**config.mk**
```make
export PLATFORM = sky130hd
export DESIGN_NAME = itof_pipe
export DESIGN_NICKNAME = d
export VERILOG_FILES = /design/src/rtl/fpu_pkg.sv /design/src/rtl/lzc32.sv /design/src/rtl/itof_pipe.sv
export SDC_FILE = /design/constraint.sdc
export NUM_CORES = 1
export LEC_CHECK = 0
export ABC_AREA = 1
export CORE_MARGIN = 2
export CORE_UTILIZATION = 30
export DETAILED_ROUTE_END_ITERATION = 12
export GPL_ROUTABILITY_DRIVEN = 0
export PLACE_DENSITY_LB_ADDON = 0.25
export SLEW_MARGIN = 0
export SYNTH_ARGS = -nofsm -noshare
export SYNTH_HDL_FRONTEND = slang
export SYNTH_SLANG_ARGS = --single-unit
```
**constraint.sdc**
```tcl
create_clock -name clk -period 3.5 [get_ports clk]
set_input_delay 0.7 -clock clk [delete_from_list [all_inputs] [get_ports clk]]
set_output_delay 0.7 -clock clk [all_outputs]
set_load 0.02 [all_outputs]
```
**src/rtl/fpu_pkg.sv**
```systemverilog
// fpu_pkg: shared IEEE-754 single-precision constants and field layout for the FPU blocks
package fpu_pkg;
  localparam int FLOAT_BIAS = 127;
  localparam int EXP_W = 8;
  localparam int MANT_W = 23;
  typedef struct packed {
    logic sign;
    logic [EXP_W-1:0] exp;
    logic [MANT_W-1:0] mant;
  } float_t;
endpackage

```
**src/rtl/lzc32.sv**
```systemverilog
// lzc32: combinational 32-bit leading-zero counter with all-zero flag
module lzc32 (
  input  logic [31:0] a,
  output logic [4:0]  cnt,
  output logic        zero
);
  always_comb begin
    cnt = '0;
    for (int i = 0; i < 32; i++) cnt = a[i] ? 5'(31 - i) : cnt;
  end
  assign zero = ~|a;
endmodule

```
**src/rtl/itof_pipe.sv**
```systemverilog
// itof_pipe: 3-stage signed int32 to IEEE-754 single conversion with valid/ready handshakes
import fpu_pkg::*;
module itof_pipe #(
  parameter bit ROUND_TIES_AWAY = 1'b0
) (
  input  logic        clk,
  input  logic        rstn,
  input  logic [31:0] x,
  input  logic        in_valid,
  output logic        in_ready,
  output logic [31:0] y,
  output logic        out_valid,
  input  logic        out_ready
);
  logic en;
  logic s1_v, s2_v, s3_v;
  logic s1_s, s2_s, s2_z;
  logic [31:0] s1_a;
  logic [30:0] s2_n;
  logic [7:0] s2_e;
  logic [4:0] lz;
  logic lz_zero;
  logic inc;
  logic [23:0] sum;
  float_t f;
  lzc32 u_lzc (.a(s1_a), .cnt(lz), .zero(lz_zero));
  assign en = !s3_v || out_ready;
  assign in_ready = en;
  assign out_valid = s3_v;
  // s2_n drops the normalized leading one, so bit 7 is guard and bits 6:0 form sticky
  assign inc = ROUND_TIES_AWAY ? s2_n[7] : s2_n[7] && ((|s2_n[6:0]) || s2_n[8]);
  assign sum = {1'b0, s2_n[30:8]} + {23'b0, inc};
  assign f = '{sign: s2_s, exp: s2_e + {7'b0, sum[23]}, mant: sum[23] ? '0 : sum[22:0]};
  always_ff @(posedge clk or negedge rstn) begin
    if (!rstn) begin
      {s1_v, s2_v, s3_v} <= '0;
      s1_s <= 1'b0;
      s1_a <= '0;
      s2_s <= 1'b0;
      s2_z <= 1'b0;
      s2_n <= '0;
      s2_e <= '0;
      y <= '0;
    end else if (en) begin
      s1_v <= in_valid;
      s1_s <= x[31];
      s1_a <= x[31] ? ~x + 32'd1 : x;
      s2_v <= s1_v;
      s2_s <= s1_s;
      s2_z <= lz_zero;
      s2_n <= 31'(s1_a << lz);
      s2_e <= 8'(FLOAT_BIAS + 31) - {3'b0, lz};
      s3_v <= s2_v;
      y <= s2_z ? '0 : f;
    end
  end
endmodule
```
==> results_dict.tcl <==
set metrics [dict create \
    status "complete, no violations" \
    ys_seq_elements 109 \
    relSlewSlack 0.571 \
    fp.dieW_um 161 \
    cts_sinks 109 \
    totalWireLength_um 21400 \
    fp.coreArea_um2 24300 \
    dpl_cell_area_um2 8630 \
    finalSetupViolations 0 \
    busiest_layer "met2" \
    power.total_uw 6900 \
    p_sw_frac 0.476 \
    cts-root-buf "clkbuf_16" \
    cts_hold_buffers 0 \
    clk_path_buf_depth 2 \
    crit_type "flip-flop to flip-flop" \
    gr-total-overflow 0 \
    layout-drive-gt1-share 0.0828 \
    startpoint_type "flip-flop" \
    power_switching_uw 3280 \
    num_vias 7396 \
    ctsHtreeMaxLevel 3 \
    endpoint_kind "flip-flop" \
    crit_required_ns 3.80 \
    crit_fanout 3 \
    syn_nets 1139 \
    grt_max_degree 110 \
    wire_per_inst_um 14.3 \
    syn_area_per_cell_um2 6.77 \
    hold_path.class "input port to asynchronous set/reset pin" \
    tightest_slew_ns 0.642 \
    cts.reportedPaths.clkPinSlew_ns 0.08 \
    grt_pass1_wl_um 35900 \
    crit_top_cell "inv_1" \
    grt_use_met2 0.271 \
    cp_top_family "simple AND/OR/NAND/NOR gates" \
    pwr-share-seq 0.316 \
    final_common_cell "nand2_1" \
    start_util 0.306 \
    antenna_left 0 \
    pwr-share-clk 0.149 \
    netlist_area_um2 7430 \
    port_buffers 69 \
    grt_usage 0.169 \
    ys_seq_area_frac 0.367 \
    vias_per_cell 4.94 \
    grt_use_met3 0.0239 \
    hold_viol 0 \
    finalCritPeriodShare 0.941 \
    intPower_uw 3620 \
    drc_errors 0 \
    vdd_drop_max_mv 0.339 \
    synth_edf_count 0 \
    syn_to_final_growth_pct 22.3 \
    arrival_ns 3.60 \
    synth_warnings 0 \
    syn-instance-count 1098 \
    fin_nets 1208 \
    ys_types 42 \
    die_height_um 161 \
    die_area_um2 26100 \
    path_cells "nand2_2, nor3_4, inv_1, nor2_2, inv_1, nor2_2, inv_1, nor2_2, inv_2, nor3_2, inv_1, nor2_1, inv_1, nor2_2, nand4_1, nor2_1, nand2_2, nor4_4, ha_2, nand3_4, nor4_4, nand2_1, xor2_1, o21ai_1" \
    fmax_mhz 304 \
    cts_buffers 9 \
    critPathSlowestCell "dfrtp_1" \
    final_cell_mix "262 x nand2_1, 260 x nand3_1, 109 x dfrtp_1" \
    firstDrtPassIters 5 \
    async_reset_ff_frac 1.00 \
    yosys_most_used_dff "dfrtp_1" \
    layout_setup_ws_ns 0.205 \
    grt_pass1_vias 7044 \
    place_ws_ns -0.121 \
    p_leak_uw 0.00413 \
    io_pins 70 \
    cp.buffers_inverters 6 \
    fill_cells 2622 \
    fin_skew_ns 0.0124 \
    drt_iter0_drc 611 \
    design_area_um2 9090 \
    rows 57 \
    drv_slew 0 \
    rsz0062_at_grt "yes" \
    antenna_found_initial 0 \
    period_needed_ns 3.29 \
    antenna_cells 0 \
    dp_hpwl_um 15600 \
    cts_tree "done" \
    met1_usage 0.243 \
    powerDensity_nw_per_um2 759 \
    max_cap_violations 0 \
    slowest_delay_ns 0.38 \
    p_comb_frac 0.535 \
    insertion_delay_ns 0.37 \
]
-- kinds of logic (layout without fill, tap and decap cells) --
group	after synthesis	in the layout	share of synthesized area
AOI/OAI and AO/OA	126	126	0.0948
DFF	109	109	0.367
and+or+nand+nor	652	652	0.393
xor gates and xnor gates	40	40	0.0471
buffers and inverters	166	240	0.0901
adders and majority gates	5	5	0.00842
-- state kept, by name (all words and copies together), names as in the netlist --
register / count
y: 32
out_valid: 1
s1_s: 1
s2_n: 31
s2_z: 1
s2_v: 1
s2_s: 1
s2_e: 8
s1_a: 32
s1_v: 1
-- metrics by stage --
stage	TNS (ns)	hold slack, ns	util	cells
floorplan	0	0.404	-	1098
global placement	-0.337	0.433	0.355	1474
detailed placement	-0.291	0.448	0.355	1474
CTS	0	0.439	0.367	1490
global route	-0.380	0.442	0.374	1496
finish	0	0.377	0.374	1496
-- cells in the mapped netlist, types with 2 or more instances --
cell	number	area (um^2)
a21oi_1	15	75.1
a22o_1	5	43.8
a31oi_1	3	18.8
buf_1	4	15.0
buf_2	7	35.0
buf_4	4	30.0
buf_6	3	33.8
clkbuf_1	39	146
clkinv_1	2	7.51
dfrtp_1	109	2730
ha_1	5	62.6
inv_1	104	390
inv_2	3	11.3
nand2_1	264	991
nand2_4	2	22.5
nand3_1	262	1310
nand3_2	3	30.0
nand4_1	10	62.6
nor2_1	75	282
nor3_1	20	100
nor3b_1	2	15.0
nor4_1	6	37.5
o211ai_1	3	22.5
o21ai_0	67	335
o21ai_1	18	90.1
o31ai_1	8	60.1
or2_2	2	12.5
xnor2_1	13	114
xor2_1	27	236
-- routing by layer --
metal / wire length, um / part of all wire
met4: 188 / 0.0088
met3: 994 / 0.046
met5: 0 / 0
met1: 10600 / 0.50
met2: 9630 / 0.45
-- power by group through the flow --
stage,clock (uW),sequential [uW],combinational (uW)
2_1_floorplan,0,2290,2260
3_3_place_gp,0,2170,3630
3_5_place_dp,0,2180,3640
4_1_cts,1060,2160,3660
5_1_grt,1100,2260,4180
6_report,1030,2180,3690
-- final timing paths --
check | to | from | slack (ns) | cells past startpoint
worst min register to register | out_valid | s2_v | 0.46 | 2
worst min-delay path | y[30] | rstn | 0.38 | 2
max in group asynchronous | s1_a[12] | rstn | 2.61 | 2
worst max-delay path | y[30] | s2_n[7] | 0.21 | 24
min in group clk | out_valid | s2_v | 0.46 | 2
worst max register to register | y[30] | s2_n[7] | 0.21 | 24
-- area by class of cell --
class / count / area, um^2 / area share
multi-input combinational: 823 / 4170 / 0.459
sequential: 109 / 2730 / 0.300
timing repair buffer: 115 / 1080 / 0.119
inverter: 109 / 409 / 0.0450
tap: 324 / 405 / 0.0446
clock buffer: 10 / 239 / 0.0263
clock inverter: 6 / 53.8 / 0.00592
-- timing repair --
item / CTS / global route
setup endpoints to repair: 0 / 37
resized for setup: 0 / 26
buffers inserted: 0 / 6
(Power assumes the default switching activity.)
==> patch 1 (same flow settings) <==
`ROUND_TIES_AWAY`: 1'b0 -> 1'b1.
--- a/src/rtl/itof_pipe.sv
+++ b/src/rtl/itof_pipe.sv
@@ -3,3 +3,3 @@
 module itof_pipe #(
-  parameter bit ROUND_TIES_AWAY = 1'b0
+  parameter bit ROUND_TIES_AWAY = 1'b1
 ) (
Function: changed (a bounded check fails within 4 cycles, from zero or initial values and one cycle with rstn low).
==> patch 1 against the unedited design <==
  * Via count up 2.3%
  * Sequential cell count down 7
  * Power up 1.9%
  * Final area up 0.62%
  * Largest power group unchanged
  * Final cell count down 0.33%
  * Combinational power up 7.0%
  * Synthesized cell count down 0.82%
  * Wire length up 4.5%
  * Critical path depth up 13
  * Area after synthesis down 3.0%
  * First-iteration DRC count up 3.6%
  * Worst setup slack better by 0.12 ns
==> patch 1: results (changes against the unedited design) <==
[pwr]
vdd_ir_drop_max_mv=0.258  ; was 0.339 mV
p_leak_nw=4.14  ; was 4.13 nW

[synth]
synth_compound_area_share_pct=8.90  ; was 9.48%
synthTopCellsByArea=dfrtp_1 (35%), nand3_1 (19%), nand2_1 (14%), inv_1 (5.2%), o21ai_0 (4.9%)  ; was dfrtp_1 (37%), nand3_1 (18%), nand2_1 (13%), inv_1 (5.3%), o21ai_0 (4.5%)
syn-num-nets=1131  ; was 1139
synth_cell_types=32  ; was 42
synth_xor_area_share_pct=4.98  ; was 4.71%
synth_fa_ha_area_share_pct=1.04  ; was 0.842%
yosysSeqAreaShare_pct=35.4  ; was 36.7%
synth_commonest_cells=nand3_1 (274), nand2_1 (272), dfrtp_1 (102), inv_1 (100), nor2_1 (80)  ; was nand2_1 (264), nand3_1 (262), dfrtp_1 (109), inv_1 (104), nor2_1 (75)

[timing]
relSlewSlack_pct=52.5  ; was 57.1%
finalClockSkew_ns=0.0167  ; was 0.0124 ns

[finish]
drive_above_1_share_pct=10.8  ; was 8.28%
nets=1209  ; was 1208
reg_top3=s1_a x32, y x32, s2_n x24  ; was s1_a x32, y x32, s2_n x31

[grt]
met1_usage_pct=23.6  ; was 24.3%
met3_usage_pct=3.10  ; was 2.39%
grt_pass1_vias=6954  ; was 7044
grt_use_total_pct=17.0  ; was 16.9%
use_met2_pct=26.6  ; was 27.1%
grt_pass1_wl_mm=35.3  ; was 35.9 mm
grt_max_degree=103  ; was 110

[setup_path]
rrSetupSlack_ns=0.33  ; was 0.21 ns
arrival_ns=3.41  ; was 3.60 ns
cp_max_fo=6  ; was 3
slowest_stage=dfrtp_2  ; was dfrtp_1
cp_slowest_stage_delay_ns=0.46  ; was 0.38 ns

[clock_network]
clock_latency_ns=0.36
path_clk_slew_ns=0.08  ; about the same

[routing]
drtIter0Drc=633  ; was 611
wire_per_inst_microns=15.0  ; was 14.3 microns
vias=7566  ; was 7396

[placed_design]
placed_area_sq_mm=0.00842  ; was 0.00863 sq mm
dp_hpwl_mm=15.4  ; was 15.6 mm

[outcome]
status=finished, final reports clean  ; unchanged

==> patch 1: cell type report <==
cell class	instances	area (sq um)
inverter	104	390
sequential	102	2550
timing repair buffer	118	1160
clock buffer	10	229
multi-input combinational	832	4340
fill	2554	14400
clock inverter	6	76.3
tap	319	399
==> patch 1: worst max-delay path, delay by kind of cell (launching register included) <==
kind / cells / cell delay [ns]
DFF: 1 / 0.46
buffers and inverters: 1 / 0.18
and+or+nand+nor: 36 / 2.43
==> patch 1: path summary, 6_finish.rpt <==
kind / startpoint / to / cells after the start
setup / recovery: s1_a[0] / s2_n[22] / 37
hold / removal: rstn / s1_a[2] / 2
setup reg to reg: s1_a[0] / s2_n[22] / 37
hold reg to reg: s2_v / out_valid / 2
max in group asynchronous: rstn / s1_a[0] / 2
min in group clk: s2_v / out_valid / 2
==> patch 1: timing repair <==
item | CTS | global route
hold buffers | 0 | 0
endpoints found under the hold margin | 0 | 0
buffers inserted | 0 | 2
setup endpoints to repair | 0 | 38
gates resized for setup | 0 | 58
==> patch 1: logic make-up after synthesis <==
group | after synthesis
XOR/XNOR | 41
flip-flops | 102
AND/OR/NAND/NOR | 670
adder cells (fa/ha/maj) | 6
buffers and inverters | 158
AO/OA/AOI/OAI | 112
==> patch 1: per-stage QoR <==
step | instances | worst slack [ns] | power, mW | hold slack (ns)
6_report | 1491 | 0.326 | 7.03 | 0.360
5_1_grt | 1491 | -0.0473 | 7.61 | 0.448
4_1_cts | 1480 | 0.0163 | 6.71 | 0.436
3_5_place_dp | 1464 | -0.332 | 5.63 | 0.450
3_3_place_gp | 1464 | -0.193 | 5.60 | 0.442
2_1_floorplan | 1089 | 0.512 | 4.37 | 0.404
==> patch 1: routing by layer <==
| metal | routed length (microns) | vias to the layer above |
|---|---|---|
| li1 | - | 3784 |
| met1 | 10300 | 3466 |
| met2 | 10100 | 283 |
| met3 | 1510 | 33 |
| met4 | 500 | 0 |
| met5 | 0 | - |
==> patch 1: power breakdown <==
part	switching, mW	internal (mW)	total [mW]
logic	2.48	1.47	3.95
clock network	0.482	0.568	1.05
registers	0.394	1.63	2.03
==> patch 2 (same flow settings) <==
Made on the original files. Make the reset (`rstn`) synchronous in one clocked block.
--- a/src/rtl/itof_pipe.sv
+++ b/src/rtl/itof_pipe.sv
@@ -33,3 +33,3 @@
   assign f = '{sign: s2_s, exp: s2_e + {7'b0, sum[23]}, mant: sum[23] ? '0 : sum[22:0]};
-  always_ff @(posedge clk or negedge rstn) begin
+  always_ff @(posedge clk) begin
     if (!rstn) begin
Behaviour: differs if rstn is asserted again (counterexample within 4 cycles, from zero or initial values and one cycle with rstn low); with rstn held inactive, the same outputs for 4 cycles.
==> patch 2 against the unedited design <==
  * Final area rose by 11%
  * First-iteration DRC count rose by 19%
  * Worst setup slack got worse by 0.035 ns
  * Clock skew fell by 0.0023 ns
  * Final cell count rose by 6.9%
  * Power fell by 33%
  * Wire length rose by 7.6%
  * Critical path depth rose by 1
  * Die area fell by 3.9%
  * Sequential cell count did not move
  * Synthesized cell count rose by 6.8%
  * Area after synthesis fell by 4.0%
  * Critical path type unchanged
==> patch 2: results (changes against the unedited design) <==
[clock_network]
clockBufferDepth=2  ; unchanged
postCtsSetupRepairBufs=0  ; unchanged
clock_latency_ns=0.37  ; about the same
cts_buffers=9  ; unchanged
htreeDepth=3  ; unchanged
cts.repair.resized=3  ; was 0
path_clk_slew_ns=0.08  ; about the same

[pwr]
switchingPower_mw=1.93  ; was 3.28 mW
p_leak_nw=4.48  ; was 4.13 nW
vdd_ir_drop_max_mv=0.210  ; was 0.339 mV

[min_path]
min_from=s2_v
min_path_type=flop to flop  ; was input pin to asynchronous set/reset pin

[finish]
stdcell_count=1599  ; was 1496
nets=1316  ; was 1208
drive_above_1_share_pct=25.9  ; was 8.28%
reg_top3=s1_a x32, y x32, s2_n x31  ; unchanged
diodes=0  ; unchanged
fillCellCount=2506  ; was 2622

[routing]
drtIter0Drc=727  ; was 611
wire_per_inst_microns=14.4  ; was 14.3 microns
firstDrtPassIters=5  ; unchanged
vias=8028  ; was 7396

[setup_path]
crit_start=s2_n[7]  ; unchanged
arrival_ns=3.64  ; was 3.60 ns
worst_r2r_path_depth=25  ; was 24
reg2reg_to=y[29]  ; was y[30]
slowest_stage=dfxtp_2  ; was dfrtp_1
cp_max_fo=2  ; was 3
cp_slowest_stage_delay_ns=0.34  ; was 0.38 ns
path_delay_family=simple AND/OR/NAND/NOR gates  ; unchanged

[synth]
yosysSeqAreaShare_pct=30.6  ; was 36.7%
synth_cell_types=43  ; was 42
synth_commonest_cells=nand2_1 (313), nand3_1 (215), inv_1 (137), dfxtp_1 (109), nor2_1 (91)  ; was nand2_1 (264), nand3_1 (262), dfrtp_1 (109), inv_1 (104), nor2_1 (75)
yosysWarningCount=0  ; unchanged
synthTopCellsByArea=dfxtp_1 (31%), nand2_1 (16%), nand3_1 (15%), inv_1 (7.2%), a21oi_1 (5.6%)  ; was dfrtp_1 (37%), nand3_1 (18%), nand2_1 (13%), inv_1 (5.3%), o21ai_0 (4.5%)
ys.flop_type=dfxtp_1  ; was dfrtp_1
syn_inst=1173  ; was 1098
ys_async_sr_fraction_pct=0  ; was 100%

[grt]
grt_max_degree=57  ; was 110
grt_use_total_pct=17.5  ; was 16.9%
grt_pass1_vias=7196  ; was 7044
grt_pass1_wl_mm=35.2  ; was 35.9 mm

[timing]
period_needed_ns=3.33  ; was 3.29 ns
tightest_slew_ns=0.893  ; was 0.642 ns
finalClockSkew_ns=0.0101  ; was 0.0124 ns

[outcome]
status=finished, final reports clean  ; unchanged

[placed_design]
placed_area_sq_mm=0.00835  ; was 0.00863 sq mm
dp_hpwl_mm=15.7  ; was 15.6 mm
dpl_worst_slack_ns=-0.394  ; was -0.121 ns
io_buffers=69  ; unchanged

-- patch 2: cell families (layout without fill, tap and decap cells) --
group	Yosys count	count (layout)	share of synthesized area [%]
AND/OR/NAND/NOR	677	682	41.5
XOR/XNOR	17	17	2.09
buffers and inverters	202	304	11.4
adder cells (fa/ha/maj)	5	5	0.877
AO/OA/AOI/OAI	163	163	13.5
flip-flops	109	109	30.6
-- patch 2: how the worst min path moves through the flow --
stage / endpoint / slack (ns) / cells past startpoint
2_1_floorplan: s2_v / 0.43 / 2
3_3_place_gp: s2_v / 0.44 / 2
3_5_place_dp: s2_v / 0.45 / 2
4_1_cts: s2_v / 0.46 / 2
5_1_grt: s1_s / 0.49 / 2
6_report: s2_v / 0.46 / 2
-- patch 2: area by class of cell --
type | instances | area share [%]
repair buffers | 148 | 13.5
clock inverters | 7 | 0.879
clock buffers | 9 | 2.23
flip-flops and latches | 109 | 21.7
inverters | 140 | 5.25
well taps | 319 | 3.95
multi-input cells | 867 | 52.4
-- patch 2: metrics by stage --
step	utilization, %	hold WS [ns]
after detailed placement	35.7	0.448
after floorplan	-	0.430
final	43.2	0.463
after CTS	37.1	0.463
after global placement	35.7	0.444
after global routing	43.2	0.489
-- patch 2: per-layer routing --
| layer | vias to the layer above | global-route usage, % | wire length (microns) |
|---|---|---|---|
| met5 | - | 0 | 0 |
| met4 | 0 | 4.68 | 497 |
| met3 | 35 | 2.44 | 1030 |
| met2 | 200 | 29.7 | 11100 |
| met1 | 3710 | 23.2 | 10500 |
| li1 | 4083 | - | - |
-- patch 2: power by group through the flow --
stage	logic, mW	registers (mW)	clock network [mW]
2_1_floorplan	0.978	1.58	0
3_3_place_gp	1.48	1.55	0
3_5_place_dp	1.48	1.56	0
4_1_cts	1.48	1.53	1.11
5_1_grt	2.18	1.56	1.15
6_report	1.99	1.54	1.08
